--- src/rtl/sp_acp_read_arbiter.sv ---
// Two-requester round-robin arbiter sharing one ACP read port.
// AR grants are serialized through a HOLD register; an owner FIFO steers returning R bursts.
module sp_acp_read_arbiter #(
  parameter int unsigned DATA_WIDTH      = 128,
  parameter int unsigned MAX_OUTSTANDING = 4
) (
  input  logic                              clk,
  input  logic                              rst,
  // requester 0 (SP RX path)
  input  logic                              req0_arvalid,
  output logic                              req0_arready,
  input  logic [31:0]                       req0_araddr,
  input  logic [7:0]                        req0_arlen,
  output logic                              req0_rvalid,
  input  logic                              req0_rready,
  output logic [DATA_WIDTH-1:0]             req0_rdata,
  output logic [1:0]                        req0_rresp,
  output logic                              req0_rlast,
  // requester 1 (SP TX path)
  input  logic                              req1_arvalid,
  output logic                              req1_arready,
  input  logic [31:0]                       req1_araddr,
  input  logic [7:0]                        req1_arlen,
  output logic                              req1_rvalid,
  input  logic                              req1_rready,
  output logic [DATA_WIDTH-1:0]             req1_rdata,
  output logic [1:0]                        req1_rresp,
  output logic                              req1_rlast,
  // ACP master read channels
  output logic                              m_arvalid,
  input  logic                              m_arready,
  output logic [31:0]                       m_araddr,
  output logic [7:0]                        m_arlen,
  input  logic                              m_rvalid,
  output logic                              m_rready,
  input  logic [DATA_WIDTH-1:0]             m_rdata,
  input  logic [1:0]                        m_rresp,
  input  logic                              m_rlast,
  // status
  output logic [$clog2(MAX_OUTSTANDING):0]  outstanding,
  output logic                              unexpected_r
);

  localparam int unsigned PtrW = $clog2(MAX_OUTSTANDING);
  localparam int unsigned CntW = PtrW + 1;
  localparam logic [CntW-1:0] CntMax = CntW'(MAX_OUTSTANDING);
  localparam logic [CntW-1:0] CntOne = CntW'(1);
  localparam logic [PtrW-1:0] PtrOne = PtrW'(1);

  typedef enum logic {StIdle, StHold} state_e;

  state_e                     r_state;
  state_e                     w_state_next;
  logic [31:0]                r_araddr;
  logic [7:0]                 r_arlen;
  logic                       r_owner;
  logic                       r_last_grant;
  logic [MAX_OUTSTANDING-1:0] r_fifo;
  logic [PtrW-1:0]            r_wptr;
  logic [PtrW-1:0]            r_rptr;
  logic [CntW-1:0]            r_count;
  logic                       r_unexpected;

  logic w_grant;
  logic w_pick;
  logic w_push;
  logic w_pop;
  logic w_empty;
  logic w_head;

  // On a contest the requester not granted most recently wins.
  always_comb begin
    w_state_next = r_state;
    w_grant      = 1'b0;
    req0_arready = 1'b0;
    req1_arready = 1'b0;
    w_pick       = (req0_arvalid && req1_arvalid) ? ~r_last_grant : req1_arvalid;
    case (r_state)
      StIdle: begin
        if (!rst && (req0_arvalid || req1_arvalid) && (r_count < CntMax)) begin
          w_grant      = 1'b1;
          req0_arready = ~w_pick;
          req1_arready = w_pick;
          w_state_next = StHold;
        end
      end
      StHold: begin
        if (m_arready) begin
          w_state_next = StIdle;
        end
      end
      default: w_state_next = StIdle;
    endcase
  end

  assign m_arvalid = (r_state == StHold) && !rst;
  assign m_araddr  = r_araddr;
  assign m_arlen   = r_arlen;
  assign w_push    = m_arvalid && m_arready;

  assign w_empty = (r_count == '0);
  assign w_head  = r_fifo[r_rptr];

  // Only rvalid/rready are steered; payload fans out to both requesters.
  assign req0_rvalid = !rst && !w_empty && !w_head && m_rvalid;
  assign req1_rvalid = !rst && !w_empty && w_head && m_rvalid;
  assign m_rready    = !rst && !w_empty && (w_head ? req1_rready : req0_rready);
  assign w_pop       = m_rvalid && m_rready && m_rlast;

  assign req0_rdata = m_rdata;
  assign req0_rresp = m_rresp;
  assign req0_rlast = m_rlast;
  assign req1_rdata = m_rdata;
  assign req1_rresp = m_rresp;
  assign req1_rlast = m_rlast;

  assign outstanding  = r_count;
  assign unexpected_r = r_unexpected;

  always_ff @(posedge clk) begin
    if (rst) begin
      r_state      <= StIdle;
      r_araddr     <= '0;
      r_arlen      <= '0;
      r_owner      <= 1'b0;
      r_last_grant <= 1'b1;
      r_fifo       <= '0;
      r_wptr       <= '0;
      r_rptr       <= '0;
      r_count      <= '0;
      r_unexpected <= 1'b0;
    end else begin
      r_state <= w_state_next;
      if (w_grant) begin
        r_araddr <= w_pick ? req1_araddr : req0_araddr;
        r_arlen  <= w_pick ? req1_arlen : req0_arlen;
        r_owner  <= w_pick;
      end
      if (w_push) begin
        r_fifo[r_wptr] <= r_owner;
        r_wptr         <= r_wptr + PtrOne;
        r_last_grant   <= r_owner;
      end
      if (w_pop) begin
        r_rptr <= r_rptr + PtrOne;
      end
      if (w_push && !w_pop) begin
        r_count <= r_count + CntOne;
      end else if (!w_push && w_pop) begin
        r_count <= r_count - CntOne;
      end
      if (w_empty && m_rvalid) begin
        r_unexpected <= 1'b1;
      end
    end
  end

endmodule

--- config.mk ---
export PLATFORM = sky130hd
export DESIGN_NAME = sp_acp_read_arbiter
export DESIGN_NICKNAME = d
export VERILOG_FILES = /design/src/rtl/sp_acp_read_arbiter.sv
export SDC_FILE = /design/constraint.sdc
export NUM_CORES = 1
export LEC_CHECK = 0
export CAP_MARGIN = 5
export CORE_AREA = 2 2 204 206
export CTS_CLUSTER_DIAMETER = 50
export DETAILED_ROUTE_END_ITERATION = 10
export DIE_AREA = 0 0 206 208
export SLEW_MARGIN = 5
export SYNTH_ARGS = -nofsm -noshare
export SYNTH_HDL_FRONTEND = slang
export SYNTH_SLANG_ARGS = --single-unit
--- constraint.sdc ---
create_clock -name clk -period 3.9 [get_ports clk]
set_clock_uncertainty 0.1 [all_clocks]
set_input_delay 1.17 -clock clk [delete_from_list [all_inputs] [get_ports clk]]
set_output_delay 1.17 -clock clk [all_outputs]
set_load 0.02 [all_outputs]
==> results.md <==
* Hold Crit Class: reg -> reg
* Int Power at between 1 and 1.5 mW
* Final nets at 630
* Setup Crit Path Kind: in -> out
* Gr usage total at 5.973%
* TritonCTS buffer count at 5
* Synth-to-layout area growth at 5.724%
* Die height at about 210 um
* Syn Area/Cell at between 8 and 9 um^2
* Mapped Nets at 755
* Synth Cell Area at around 4500 um^2
* Max VDD drop at around 0.16 mV
* FP Rows at 74
* NetSw at between 0.5 and 0.6 mW
* Worst path buffer plus inverter count at 2
* Synth top area cells: buf_4 44%, dfxtp_1 25%, mux2i_1 9.9%
* Slew Limit Fails at 0
* Worst Tran Pin Value at about 800 ps
* Largest net degree at the start of global routing at 81
* Sequential power share at a little under two fifths
* Vias in the first global route at around 2800
* Gate power share at 31.3%
* Clk_lat worst skew at around 320 ps
* CP startpoint kind: primary input
* Grt ovf at 0
* Core area at 40550 um^2
* Leak pwr at around 1.6 nW
* Slew headroom at 45.63%
* Antenna-violating nets left at 0
* Setup TNS at 0 ps
* Ys Warns at 0
* CTS Sinks at 55
* Met2 GRT Util at under 10%
* Tot Pwr at 1.753 mW
* Largest area contributor in the netlist: buf_4
* H-tree depth at 2
* GR Layer Usage met1 at roughly 4.7%
* Initial drt markers at 66
* Proportion of layout cells with a drive suffix above 1 at under 10%
* Status: completed
* Final period util at between 90% and 100%
* I/O pin count at around 530
* Max Buffers Root-to-Sink at 2
* Initial core utilization at between 10% and 20%
* Top cell family by delay on the critical path: buffers and inverters
* Syn Inst Count at 530
* DR DRC count at 0
* Max Fclk at between 200 and 300 MHz
* Global-route wire length before repair at around 18000 um
* Avg WL per Cell at ~14 um
* Slowest cell delay on critical path at 480 ps
* CTS tree: done
* Via density at between 2 and 3
* Share of the synthesized area in the top cell type at roughly 44%
* Critical path data arrival time at ~2500 ps
* Slowest CP cell: clkdlybuf4s50_1
* Pwr per Cell Area at roughly 370 nW/um^2
* Seq cells post-synth at between 50 and 60
* M3 GR Usage at under 10%
* Max-cap violations at 0
* Clk slew on worst S/H paths at 80 ps
* I/O Buffers at 140
* Worst Setup End Kind: primary output
* Crit-path max FO at 2
* Crit-path cells: clkdlybuf4s50_1 -> or3b_2 -> nor2_1 -> dlygate4sd2_1
* CTS root buf: clkbuf_16
* TritonRoute pass-1 iters at 4
* Setup violations, final at 0
* Die area at 42850 um^2
* Via count at between 2000 and 3000
* Register area share after synthesis at 24.69%
* Busiest layer in global routing: met2
* Worst EP required at ~2600 ps
* DPL Wire Length at slightly above 10000 um
* Library cells used by synthesis at 29
* Initial antenna violation count at 0
* Unrepaired setup endpoints after global routing: no
* Die X-Extent at a little over 200 um
* Hold Violations, Final at 0
* Final min period at approximately 3800 ps
* Clock share of power at approximately 30%
* Switching part of the total at 33.25%
* Routed WL at about 13000 um
* Gpl congestion at 0.6782
-- power by group through the flow --
| stage | clock network (mW) | logic, mW | registers (mW) |
|---|---|---|---|
| 6_report | 0.531 | 0.549 | 0.674 |
| 3_3_place_gp | 0 | 0.555 | 0.686 |
| 3_5_place_dp | 0 | 0.559 | 0.689 |
| 2_1_floorplan | 0 | 0.586 | 0.755 |
| 4_1_cts | 0.599 | 0.560 | 0.676 |
| 5_1_grt | 0.602 | 0.597 | 0.685 |
-- worst register-to-register path, delay by kind of cell (launching register included) --
kind	cells	cell delay, ps
mux	2	970
fa+ha+maj	2	550
simple gates	2	440
flops	1	390
buf+inv	2	260
xor+xnor	1	160
compound gates	1	140
-- registers in the layout, summed over array words and instances (netlist names) --
name          cells
m_araddr         32
m_arlen           8
r_fifo            4
outstanding       3
r_rptr            2
r_wptr            2
r_last_grant      1
r_owner           1
r_state           1
unexpected_r      1
-- synth_stat cells, drive strengths merged --
library cell and n:
buf 276, dfxtp 55, nor2 49, mux2i 44, a211oi 40, nand2 16
a21oi 7, clkbuf 7, inv 6, ha 5, nand3 5, nor3 3
and2 2, or3b 2, xor2 2, a21boi 1, a22o 1, and3 1
fa 1, mux4 1, nor2b 1, o21ai 1, o311ai 1, o41ai 1
or3 1, xnor2 1
-- per-stage QoR --
step                area, um^2  hold slack (ps)  worst slack, ps  instances  utilization [%]
global route              4712            395.9            12.56        938            11.62
floorplan                 4459            333.1            360.7        530                -
global placement          4563            346.8           -232.1        930            11.25
CTS                       4717            364.8            3.989        938            11.63
finish                    4715            361.9            86.53        939            11.63
detailed placement        4563            352.0           -239.2        930            11.25
-- layer usage --
metal / vias to the layer above / part of all wire [%]
met1: 1142 / 30
met3: 115 / 15
li1: 1223 / -
met2: 247 / 44
met5: - / 0
met4: 0 / 11
-- worst paths after layout --
kind | from | to | slack, ps | depth (start not counted)
setup / recovery | m_rvalid | req0_rvalid | 90 | 4
hold / removal | r_fifo[1] | r_fifo[1] | 360 | 2
setup reg to reg | r_rptr[0] | outstanding[2] | 820 | 10
hold reg to reg | r_fifo[1] | r_fifo[1] | 360 | 2
-- repair_timing --
| action | 4_1_cts | 5_1_grt |
|---|---|---|
| buffers inserted | 0 | 0 |
| hold buffers | 0 | 0 |
| gates resized for setup | 3 | 5 |
| endpoints found under the setup margin | 3 | 3 |
-- layout by cell type (no fill, tap or decap), types with 2 or more instances in the layout --
cell type	synthesis	layout
a21oi_1	7	7
inv_1	6	6
dfxtp_1	55	55
clkdlybuf4s50_1	0	134
nor2_1	49	49
nand3_1	5	5
xor2_1	2	2
buf_4	262	12
and2_1	2	2
mux2i_1	44	44
nor3_1	3	2
clkbuf_16	0	5
nand2_1	16	16
a211oi_1	40	40
ha_1	5	5
clkbuf_2	0	2
-- area by class of cell --
class                   instances  area, um^2
diodes                          1       2.502
clock buffers                   6       138.9
clock inverters                 2       18.77
fillers                      4708       35840
inverters                       6       22.52
multi-input cells             186        1297
flip-flops and latches         55        1101
well taps                     532       665.6
repair buffers                151        1468
-- cells by family after synthesis --
group                    after synthesis  synth area share [%]
adder cells (fa/ha/maj)                6                 1.852
AND/OR/NAND/NOR                       80                 7.520
multiplexers                          45                 10.38
buffers and inverters                289                 46.58
AO/OA/AOI/OAI                         52                 8.389
XOR/XNOR                               3                0.5893
flip-flops                            55                 24.69
Note: power is estimated with default switching activity, not from simulation.
